<file path="src/rtl/cdb_arbiter.sv">
// Round-robin arbiter sharing the common data bus among NUM_REQ result producers.
// Each producer owns a one-deep holding slot; one winner per cycle drives the registered CDB.
module cdb_arbiter #(
    parameter int unsigned NUM_REQ = 4,
    parameter int unsigned TAG_W   = 6,
    parameter int unsigned DATA_W  = 32,
    parameter int unsigned SRC_W   = $clog2(NUM_REQ)
) (
    input  logic                      clk,
    input  logic                      reset,
    input  logic                      flush,
    input  logic [NUM_REQ-1:0]        req_valid,
    input  logic [NUM_REQ*TAG_W-1:0]  req_tag,
    input  logic [NUM_REQ*DATA_W-1:0] req_data,
    output logic [NUM_REQ-1:0]        req_ready,
    output logic                      cdb_valid,
    output logic [TAG_W-1:0]          cdb_tag,
    output logic [DATA_W-1:0]         cdb_data,
    output logic [SRC_W-1:0]          cdb_src
);

    logic [NUM_REQ-1:0]             slot_v_q, slot_v_d;
    logic [NUM_REQ-1:0][TAG_W-1:0]  slot_tag_q, slot_tag_d;
    logic [NUM_REQ-1:0][DATA_W-1:0] slot_data_q, slot_data_d;
    logic [SRC_W-1:0]               rr_ptr_q, rr_ptr_d;

    logic                           cdb_valid_q, cdb_valid_d;
    logic [TAG_W-1:0]               cdb_tag_q, cdb_tag_d;
    logic [DATA_W-1:0]              cdb_data_q, cdb_data_d;
    logic [SRC_W-1:0]               cdb_src_q, cdb_src_d;

    logic [NUM_REQ-1:0]             grant;
    logic [NUM_REQ-1:0]             accept;
    logic                           grant_any;
    logic [SRC_W-1:0]               win_idx;
    logic [SRC_W-1:0]               cand;

    // Search upward from rr_ptr with wrap; only registered slot_v takes part, so a slot
    // loaded this cycle can never win until the next one.
    always_comb begin
        grant     = '0;
        grant_any = 1'b0;
        win_idx   = '0;
        cand      = '0;
        for (int unsigned k = 0; k < NUM_REQ; k++) begin
            cand = SRC_W'((32'(rr_ptr_q) + k) % NUM_REQ);
            if (!grant_any && !flush && slot_v_q[cand]) begin
                grant_any = 1'b1;
                win_idx   = cand;
            end
        end
        if (grant_any) begin
            grant[win_idx] = 1'b1;
        end
    end

    assign req_ready = flush ? '0 : (~slot_v_q | grant);
    assign accept    = req_valid & req_ready;

    always_comb begin
        slot_v_d    = slot_v_q;
        slot_tag_d  = slot_tag_q;
        slot_data_d = slot_data_q;
        rr_ptr_d    = rr_ptr_q;
        cdb_valid_d = 1'b0;
        cdb_tag_d   = cdb_tag_q;
        cdb_data_d  = cdb_data_q;
        cdb_src_d   = cdb_src_q;

        if (flush) begin
            slot_v_d = '0;
        end else begin
            // A refill in the grant cycle wins over the clear.
            for (int unsigned i = 0; i < NUM_REQ; i++) begin
                if (accept[i]) begin
                    slot_v_d[i]    = 1'b1;
                    slot_tag_d[i]  = req_tag[i*TAG_W +: TAG_W];
                    slot_data_d[i] = req_data[i*DATA_W +: DATA_W];
                end else if (grant[i]) begin
                    slot_v_d[i] = 1'b0;
                end
            end

            if (grant_any) begin
                cdb_valid_d = 1'b1;
                cdb_tag_d   = slot_tag_q[win_idx];
                cdb_data_d  = slot_data_q[win_idx];
                cdb_src_d   = win_idx;
                rr_ptr_d    = (win_idx == SRC_W'(NUM_REQ - 1)) ? '0 : win_idx + SRC_W'(1);
            end
        end
    end

    always_ff @(posedge clk) begin
        if (reset) begin
            slot_v_q    <= '0;
            slot_tag_q  <= '0;
            slot_data_q <= '0;
            rr_ptr_q    <= '0;
            cdb_valid_q <= 1'b0;
            cdb_tag_q   <= '0;
            cdb_data_q  <= '0;
            cdb_src_q   <= '0;
        end else begin
            slot_v_q    <= slot_v_d;
            slot_tag_q  <= slot_tag_d;
            slot_data_q <= slot_data_d;
            rr_ptr_q    <= rr_ptr_d;
            cdb_valid_q <= cdb_valid_d;
            cdb_tag_q   <= cdb_tag_d;
            cdb_data_q  <= cdb_data_d;
            cdb_src_q   <= cdb_src_d;
        end
    end

    assign cdb_valid = cdb_valid_q;
    assign cdb_tag   = cdb_tag_q;
    assign cdb_data  = cdb_data_q;
    assign cdb_src   = cdb_src_q;

endmodule

</file>
<file path="config.mk">
export PLATFORM = sky130hd
export DESIGN_NAME = cdb_arbiter
export DESIGN_NICKNAME = d
export VERILOG_FILES = /design/src/rtl/cdb_arbiter.sv
export SDC_FILE = /design/constraint.sdc
export NUM_CORES = 1
export LEC_CHECK = 0
export ABC_CLOCK_PERIOD_IN_PS = 3300
export BUFFER_PORTS_ARGS = -buffer_cell sky130_fd_sc_hd__buf_2
export CAP_MARGIN = 40
export CORE_MARGIN = 10
export CORE_UTILIZATION = 37
export CTS_CLUSTER_DIAMETER = 60
export DETAILED_ROUTE_END_ITERATION = 12
export GPL_TIMING_DRIVEN = 0
export PLACE_DENSITY = 0.72
export SYNTH_ARGS = -nofsm -noshare
export SYNTH_HDL_FRONTEND = slang
export SYNTH_SLANG_ARGS = --single-unit
</file>
<file path="constraint.sdc">
create_clock -name clk -period 3.3 [get_ports clk]
set_input_delay 0.33 -clock clk [delete_from_list [all_inputs] [get_ports clk]]
set_output_delay 0.33 -clock clk [all_outputs]
set_load 0.01 [all_outputs]
</file>
==> flow_summary.json, run 1 <==
{
  "worstPathRequired_ns": 2.97,
  "placed_cells": 1419,
  "core-area_um2": 23400,
  "finalHoldViolCount": 0,
  "reg2reg_to": "slot_data_q[113]",
  "wl_per_cell_um": 19.9,
  "clkSinkCount": 199,
  "std_cell_rows": 56,
  "dpl.hpwl_um": 21400,
  "die_width_um": 174,
  "status": "completed",
  "end_kind": "output pin",
  "synth.avg_cell_area_um2": 9.80,
  "ant_nets": 0,
  "drc_errors": 0,
  "hold_path_class": "primary input to register",
  "area_growth_syn_to_layout_pct": 25.9,
  "ys_ff_latch": 199,
  "cts_tree": "done",
  "cts_root_buf": "clkbuf_16",
  "ys_types": 44,
  "netlist_area_um2": 8800,
  "r2r-start": "slot_v_q[1]",
  "seqPwrFrac_pct": 42.7,
  "power_mw": 6.49,
  "antenna_found_initial": 3,
  "fin_hold_ws_ns": 0.118,
  "grt_pass1_wl_um": 43900,
  "rsz0062_at_grt": "true",
  "swShare_pct": 31.3,
  "worstSetupStartpoint": "slot_v_q[1]",
  "fin_nets": 1288,
  "crit_path_start_kind": "register",
  "insertion_delay_ns": 0.43,
  "final.min_clock_period_ns": 3.22,
  "htreeDepth": 4,
  "endpoint": "req_ready[3]",
  "vias": 7501,
  "fmax_ghz": 0.311,
  "rr_worst_depth": 15,
  "timing.final.crit_share_pct": 97.5,
  "grt_use_total_pct": 18.3,
  "ir_worst_vdd_mv": 0.275,
  "power_switching_mw": 2.03,
  "vias_per_cell": 5.14,
  "gp_congestion": 0.879,
  "maxCapViolCount": 0,
  "initial_core_util_pct": 37.6,
  "drive_above_1_share_pct": 25.5,
  "synthCells": 898,
  "r2r_slack_ns": 0.13,
  "cp.arrival_ns": 2.89,
  "first_pass_iters": 5,
  "cts_buffer_depth": 2,
  "numCtsBuffers": 17,
  "p_per_area_nw_per_um2": 586,
  "yosys_most_used_dff": "dfxtp_1",
  "drv_slew": 0,
  "n_fill_cell": 2303,
  "critical_path_class": "register to output pin",
  "final_util_pct": 47.3,
  "cts.reportedPaths.clkPinSlew_ns": 0.07,
  "ys_seq_area_share_pct": 45.3,
  "yosys_warnings": 0,
  "p_clk_share_pct": 31.9,
  "fp.dieArea_um2": 30400,
  "synth_edf_count": 0,
  "setup_violations": 0,
  "finalWirelength_um": 29100,
  "p_int_mw": 4.46,
  "grt_start_max_net_pins": 17,
  "io_buffer_count": 202,
  "synthArstFlopShare_pct": 0,
  "leakagePower_nw": 4.54,
  "critPathMaxFanout": 10,
  "final_cells": 1460,
  "finClkSkew_ns": 0.00861,
  "io_pins": 204,
  "maxSlewHeadroom_pct": 53.6,
  "drtIter0Drc": 615,
  "die_h_um": 174,
  "worstMarginPinSlew_ns": 0.696,
  "grt_pass1_vias": 7594,
  "syn-num-nets": 1058,
  "p_comb_share_pct": 25.3,
  "grt_overflow": 0
}
[synthesized netlist by cell type, drive strengths merged (2+ instances only)]
| master | n | area share [%] |
|---|---|---|
| a2111oi | 2 | 0.20 |
| a211oi | 2 | 0.17 |
| a21oi | 46 | 2.6 |
| a221oi | 38 | 3.8 |
| a31oi | 4 | 0.36 |
| buf | 30 | 2.6 |
| clkbuf | 54 | 2.3 |
| dfxtp | 199 | 45 |
| inv | 6 | 0.26 |
| mux2i | 192 | 22 |
| nand2 | 3 | 0.13 |
| nand2b | 81 | 5.8 |
| nand3 | 38 | 2.2 |
| nor2 | 90 | 3.8 |
| nor2b | 6 | 0.43 |
| nor3 | 2 | 0.11 |
| o21a | 6 | 0.51 |
| o21ai | 42 | 2.4 |
| o21bai | 38 | 3.2 |
| o31a | 2 | 0.20 |
[metrics by stage]
| step | cell area [µm²] | setup slack, ns | TNS (ns) |
|---|---|---|---|
| global placement | 10200 | -0.652 | -20.20 |
| finish | 11100 | 0.0838 | 0 |
| CTS | 10900 | 0.0155 | 0 |
| global route | 11100 | -0.0193 | -0.0373 |
| detailed placement | 10200 | -0.634 | -19.65 |
| floorplan | 8800 | 0.0866 | 0 |
[layer usage]
| layer | global-route usage, % | share of wire, % | vias to the layer above |
|---|---|---|---|
| li1 | - | - | 3649 |
| met1 | 23.2 | 44 | 3565 |
| met2 | 29.8 | 47 | 251 |
| met3 | 5.33 | 7.2 | 32 |
| met4 | 4.77 | 1.6 | 4 |
| met5 | 0 | 0.096 | - |
[sequential cells by signal, summed over array words and instances, names as in the netlist]
signal / count
cdb_data: 32
cdb_src: 2
cdb_tag: 6
cdb_valid: 1
rr_ptr_q: 2
slot_data_q: 128
slot_tag_q: 24
slot_v_q: 4
[placed cells by master (no fill, tap or decap), types with 16 or more instances in the layout]
master     netlist  final
clkbuf_16        0     19
nand3_1         38     38
dfxtp_1        199    194
a21oi_1         46     45
mux2i_1        192    191
clkbuf_1        54     52
o21bai_1        38     38
a221oi_1        38     38
o21ai_0         41     40
buf_4           13     16
nor2_1          90     89
buf_2            9    206
nand2b_1        81     81
[worst max-delay path, stage by stage, from the launching register on]
cell      delay (ns)
dfxtp_2         0.34
buf_6           0.13
or3b_1          0.34
a211o_1         0.37
o2111a_2        0.18
a31oi_4         0.21
buf_6           0.16
clkinv_8        0.08
buf_12          0.13
ha_4            0.16
a21oi_4         0.16
nor2_2          0.04
buf_2           0.15
[cells by family (layout without fill, tap and decap cells)]
logic type / after synthesis / in the layout / share of synthesized area, %
other: 0 / 1 / 0
AO/OA/AOI/OAI: 188 / 188 / 14.2
buffers and inverters: 91 / 333 / 5.19
multiplexers: 193 / 193 / 22.1
AND/OR/NAND/NOR: 226 / 226 / 13.1
adder cells (fa/ha/maj): 1 / 1 / 0.142
flip-flops: 199 / 199 / 45.3
[power by group through the flow]
stage	sequential [mW]	combinational [mW]	clock, mW
floorplan	2.85	0.907	0
global placement	2.81	1.50	0
detailed placement	2.81	1.53	0
CTS	2.77	1.59	2.10
global route	2.80	1.78	2.19
finish	2.77	1.64	2.07
[layout make-up]
| cell class | instances | area, µm² | area share (%) |
|---|---|---|---|
| multi-input cells | 608 | 4430 | 40.0 |
| flip-flops and latches | 199 | 3990 | 36.0 |
| repair buffers | 214 | 1160 | 10.4 |
| plain buffers | 81 | 497 | 4.48 |
| clock buffers | 21 | 440 | 3.98 |
| well taps | 319 | 399 | 3.60 |
| clock inverters | 10 | 123 | 1.11 |
| inverters | 7 | 38.8 | 0.350 |
| diodes | 1 | 2.50 | 0.0226 |
[timing repair]
action                     CTS  global route
setup endpoints to repair   41            62
setup buffers                6             4
gates cloned                 0             2
pin swaps                    5             4
gates resized for setup     29            32
hold buffers                 0             0
[how the worst min path moves through the flow]
| stage | from | to | slack [ns] | cells past startpoint |
|---|---|---|---|---|
| finish | req_valid[3] | slot_v_q[3] | 0.12 | 2 |
| global route | req_valid[3] | slot_v_q[3] | 0.11 | 2 |
| CTS | req_valid[3] | slot_v_q[3] | 0.11 | 2 |
| detailed placement | slot_tag_q[2] | slot_tag_q[2] | 0.46 | 2 |
| global placement | slot_tag_q[0] | slot_tag_q[0] | 0.46 | 2 |
| floorplan | slot_data_q[95] | slot_data_q[95] | 0.45 | 2 |
Power figures use the tool's default switching activity.
==> run 2: changes to the inputs <==
--- a/config.mk
+++ b/config.mk
@@ -14,6 +14,7 @@
 export DETAILED_ROUTE_END_ITERATION = 12
 export GPL_TIMING_DRIVEN = 0
 export PLACE_DENSITY = 0.72
+export REMOVE_ABC_BUFFERS = 1
 export SYNTH_ARGS = -nofsm -noshare
 export SYNTH_HDL_FRONTEND = slang
 export SYNTH_SLANG_ARGS = --single-unit
==> flow_summary.json, run 2 (synthesis results as in run 1) <==
{
  "initial_core_util_pct": 37.6,
  "fmax_ghz": 0.313,
  "ant_nets": 0,
  "maxCapViolCount": 0,
  "area_growth_syn_to_layout_pct": 25.9,
  "timing.final.crit_share_pct": 96.7,
  "worstPathRequired_ns": 2.97,
  "rsz0062_at_grt": "true",
  "final_util_pct": 47.3,
  "p_per_area_nw_per_um2": 584,
  "postCtsHoldBufs": 0,
  "p_clk_share_pct": 30.8,
  "grt_start_max_net_pins": 124,
  "setup_slack_ns": 0.109,
  "top_register": "slot_data_q",
  "drive_above_1_share_pct": 27.2,
  "finClkSkew_ns": 0.0121,
  "crit_slowest_cell": "or4b_4",
  "p_comb_share_pct": 26.3,
  "slowest_delay_ns": 0.55,
  "dpl.hpwl_um": 17900,
  "maxSlewHeadroom_pct": 38.7,
  "ir_worst_vdd_mv": 0.333,
  "grt_pass1_vias": 7527,
  "leakagePower_nw": 4.52,
  "hold_path_class": "primary input to register",
  "htreeDepth": 4,
  "drtIter0Drc": 567,
  "cp_cell_sequence": "or4b_4, or2_4, o2111a_2, a31oi_4, buf_12, clkinv_16, ha_4, a21oi_2, nor2_1, buf_2",
  "finalHoldViolCount": 0,
  "core-area_um2": 23400,
  "swShare_pct": 32.6,
  "wl_per_cell_um": 19.5,
  "final_cells": 1404,
  "die_h_um": 174,
  "placed_area_um2": 10200,
  "seqPwrFrac_pct": 43.0,
  "io_pins": 204,
  "std_cell_rows": 56,
  "drc_errors": 0,
  "vias_per_cell": 5.18,
  "clkSinkCount": 199,
  "first_pass_iters": 7,
  "status": "completed",
  "critPathMaxFanout": 32,
  "crit_path_start_kind": "register",
  "largest_reg_flops": 128,
  "layout_common_cells": "202 x buf_2, 194 x dfxtp_1, 191 x mux2i_1",
  "n_fill_cell": 2265,
  "worstMarginPinSlew_ns": 0.920,
  "final_common_cell": "buf_2",
  "power_switching_mw": 2.11,
  "cts.reportedPaths.clkPinSlew_ns": 0.08,
  "design_area_um2": 11100,
  "critical_path_class": "register to output pin",
  "finalWirelength_um": 27400,
  "die_width_um": 174,
  "final.min_clock_period_ns": 3.19,
  "io_buffer_count": 203,
  "antenna_found_initial": 3,
  "fp.dieArea_um2": 30400,
  "placed_cells": 1352,
  "drv_slew": 0,
  "setup_violations": 0,
  "p_int_mw": 4.37,
  "fin_setup_tns_ns": 0,
  "end_kind": "output pin",
  "fin_hold_ws_ns": 0.125,
  "cts_buffer_depth": 2,
  "pre_cts_slack_ns": -1.08,
  "cts_tree": "done",
  "gp_congestion": 0.782,
  "vias": 7267,
  "insertion_delay_ns": 0.42,
  "cp.arrival_ns": 2.86,
  "fin_nets": 1230,
  "grt_use_total_pct": 16.9,
  "power_mw": 6.47,
  "grt_overflow": 0,
  "numCtsBuffers": 17,
  "cts_root_buf": "clkbuf_16",
  "grt_pass1_wl_um": 41700
}
[run 2: changes by cell type in the layout (fill, tap and decap cells not counted), sizes merged]
cell	before	now
a32o	1	2
buf	240	234
bufinv	2	0
clkbuf	76	19
clkinv	5	8
diode	1	2
inv	7	10
o21a	6	7
[run 2: timing repair]
| action | CTS | global route |
|---|---|---|
| resized for setup | 17 | 12 |
| pin swaps | 4 | 2 |
| endpoints found under the setup margin | 139 | 88 |
| buffers inserted | 12 | 3 |
| gates cloned | 1 | 2 |
[run 2: cell type report]
class	count	area, µm²	area share (%)
clock inverter	14	119	1.07
tap	319	399	3.60
sequential	199	3990	36.0
inverter	7	52.6	0.474
clock buffer	18	429	3.87
antenna	2	5.00	0.0452
timing repair buffer	235	1540	13.9
multi-input combinational	610	4550	41.0
[run 2: power groups by stage]
stage / Clock [mW] / Sequential [mW] / Combinational [mW]
global placement: 0 / 2.82 / 1.45
detailed placement: 0 / 2.83 / 1.54
floorplan: 0 / 2.86 / 0.806
CTS: 2.04 / 2.78 / 1.63
global route: 2.14 / 2.81 / 1.82
finish: 1.99 / 2.78 / 1.70
[run 2: path summary, 6_finish.rpt]
kind / endpoint / slack [ns] / cells past startpoint / start
max: req_ready[3] / 0.11 / 10 / rr_ptr_q[1]
min: slot_v_q[2] / 0.12 / 2 / req_valid[2]
max reg2reg: slot_data_q[101] / 0.13 / 13 / rr_ptr_q[1]
min reg2reg: slot_data_q[13] / 0.47 / 2 / slot_data_q[13]
[run 2: metal layers]
metal  vias up  track usage, %  share of wire [%]
met5         -               0              0.047
met4         2            3.81                1.1
met3        23            5.05                6.3
met2       199            27.8                 47
met1      3524            21.1                 45
li1       3519               -                  -
[run 2: critical path: cells and delay by family, from the launching register on]
| family | cells | cell delay [ns] |
|---|---|---|
| simple gates | 3 | 0.89 |
| compound gates | 3 | 0.50 |
| buf+inv | 3 | 0.44 |
| flops | 1 | 0.40 |
| fa+ha+maj | 1 | 0.21 |
==> run 3: changes to the inputs <==
--- a/config.mk
+++ b/config.mk
@@ -5,7 +5,7 @@
 export SDC_FILE = /design/constraint.sdc
 export NUM_CORES = 1
 export LEC_CHECK = 0
-export ABC_CLOCK_PERIOD_IN_PS = 3300
+export ABC_CLOCK_PERIOD_IN_PS = 3000
 export BUFFER_PORTS_ARGS = -buffer_cell sky130_fd_sc_hd__buf_2
 export CAP_MARGIN = 40
 export CORE_MARGIN = 10
@@ -13,7 +13,7 @@
 export CTS_CLUSTER_DIAMETER = 60
 export DETAILED_ROUTE_END_ITERATION = 12
 export GPL_TIMING_DRIVEN = 0
-export PLACE_DENSITY = 0.72
+export PLACE_DENSITY = 0.69
 export REMOVE_ABC_BUFFERS = 1
 export SYNTH_ARGS = -nofsm -noshare
 export SYNTH_HDL_FRONTEND = slang
==> constraint.sdc (replaced) <==
create_clock -name clk -period 3 [get_ports clk]
set_input_delay 0.3 -clock clk [delete_from_list [all_inputs] [get_ports clk]]
set_output_delay 0.3 -clock clk [all_outputs]
set_load 0.01 [all_outputs]
==> flow_summary.json, run 3 (synthesis results as in run 1) <==
{
  "cts_tree": "done",
  "critPathMaxFanout": 6,
  "rsz0062_at_grt": "true",
  "top_layer_used": "met5",
  "std_cell_rows": 56,
  "die_width_um": 174,
  "grt_pass1_vias": 7699,
  "cp.arrival_ns": 2.84,
  "io_buffer_count": 203,
  "gp_congestion": 0.776,
  "finalWirelength_um": 30100,
  "ff_latch_area_um2": 4000,
  "core-area_um2": 23400,
  "layout_common_cells": "202 x buf_2, 194 x dfxtp_1, 187 x mux2i_1",
  "postCtsHoldBufs": 0,
  "wl_met2_um": 14500,
  "finalHoldViolCount": 0,
  "die_h_um": 174,
  "worstPathRequired_ns": 2.70,
  "critical_path_class": "register to output pin",
  "end_kind": "output pin",
  "violations": "negative setup slack",
  "area_growth_syn_to_layout_pct": 34.0,
  "slowest_delay_ns": 0.54,
  "maxSlewHeadroom_pct": 43.2,
  "setup_slack_ns": -0.140,
  "rr_worst_depth": 12,
  "r2r_slack_ns": -0.07,
  "crit_buf_inv": 3,
  "vias_per_cell": 5.24,
  "status": "finished with violations",
  "cpMostUsedCell": "a31oi_4",
  "worstMarginPinSlew_ns": 0.852,
  "maxCapViolCount": 0,
  "cts_buffer_depth": 2,
  "dr_wl_met3_um": 1650,
  "wl_per_cell_um": 20.7,
  "n_fill_cell": 2187,
  "drc_errors": 0,
  "wl_met1_um": 13300,
  "crit_family": "simple AND/OR/NAND/NOR gates",
  "fp.dieArea_um2": 30400,
  "leakagePower_nw": 4.89,
  "ir_worst_vdd_mv": 0.287,
  "drtIter0Drc": 654,
  "clkSinkCount": 199,
  "ant_nets": 0,
  "hold_path_class": "primary input to register",
  "crit_slowest_cell": "or4b_4",
  "timing.final.crit_share_pct": 105,
  "crit_path_start_kind": "register",
  "placed_area_um2": 10300,
  "antenna_found_initial": 3,
  "setup_violations": 38,
  "final_common_cell": "buf_2",
  "multi_input_area_um2": 4620,
  "fmax_ghz": 0.318,
  "grt_use_total_pct": 18.4,
  "initial_core_util_pct": 37.6,
  "final.min_clock_period_ns": 3.14,
  "dpl.hpwl_um": 17800,
  "first_pass_iters": 5,
  "finClkSkew_ns": 0.0102,
  "vias": 7609,
  "cts_root_buf": "clkbuf_16",
  "cp.depth": 9,
  "min_path_cells": 2,
  "fin_setup_tns_ns": -1.45,
  "grt_overflow": 0,
  "cts.reportedPaths.clkPinSlew_ns": 0.08,
  "fin_nets": 1279,
  "numCtsBuffers": 17,
  "design_area_um2": 11800,
  "p_per_area_nw_per_um2": 652,
  "cp_cell_sequence": "or4b_4, or2_4, a31oi_4, a31oi_4, buf_6, buf_12, o31a_1, nor2_1, buf_2",
  "insertion_delay_ns": 0.43,
  "htreeDepth": 4,
  "grt_pass1_wl_um": 44500,
  "grt_start_max_net_pins": 124,
  "drv_slew": 0,
  "io_pins": 204,
  "largest_reg_flops": 128,
  "top_register": "slot_data_q",
  "drive_above_1_share_pct": 31.2
}
==> run 3: path summary, 6_finish.rpt <==
path,start,end
hold reg to reg,slot_data_q[23],slot_data_q[23]
hold / removal,req_valid[2],slot_v_q[2]
setup / recovery,rr_ptr_q[1],req_ready[2]
setup reg to reg,rr_ptr_q[1],slot_data_q[83]
==> run 3: metrics by stage <==
stage / setup slack [ns] / util (%) / std cells / hold WS, ns / total power [mW]
2_1_floorplan: -5.15 / - / 814 / 0.369 / 4.04
3_3_place_gp: -9.71 / 41.8 / 1336 / 0.457 / 4.70
3_5_place_dp: -1.38 / 43.9 / 1354 / 0.463 / 4.83
4_1_cts: -0.160 / 48.6 / 1416 / 0.0762 / 7.55
5_1_grt: -0.235 / 50.4 / 1450 / 0.0808 / 8.04
6_report: -0.140 / 50.4 / 1452 / 0.0993 / 7.69
==> run 3: power by group <==
| group | leakage [nW] | total [mW] | switching, mW | internal (mW) |
|---|---|---|---|---|
| combinational | 2.97 | 2.20 | 1.19 | 1.02 |
| sequential | 1.63 | 3.05 | 0.143 | 2.90 |
| clock | 0.291 | 2.44 | 1.10 | 1.35 |
| total | 4.89 | 7.69 | 2.43 | 5.27 |
==> run 3: area by class of cell <==
| type | count | share of cell area, % |
|---|---|---|
| Timing Repair Buffer | 282 | 17.8 |
| Timing Repair inverter | 1 | 0.0743 |
| Multi-Input combinational cell | 611 | 39.2 |
| Inverter | 7 | 0.446 |
| Clock inverter | 13 | 1.43 |
| Clock buffer | 18 | 3.72 |
| Tap cell | 319 | 3.38 |
| Antenna cell | 2 | 0.0424 |
| Sequential cell | 199 | 33.9 |
==> run 3: repair_timing <==
action / CTS / global route
setup endpoints to repair: 185 / 93
gates resized for setup: 36 / 29
buffers inserted: 24 / 33
endpoints found under the hold margin: 0 / 0
gates cloned: 7 / 3
pin swaps: 8 / 10
==> run 3: routing by layer <==
metal | GRT usage (%) | vias up
li1 | - | 3640
met1 | 23.0 | 3666
met2 | 30.4 | 252
met3 | 4.64 | 49
met4 | 5.99 | 2
met5 | 0 | -
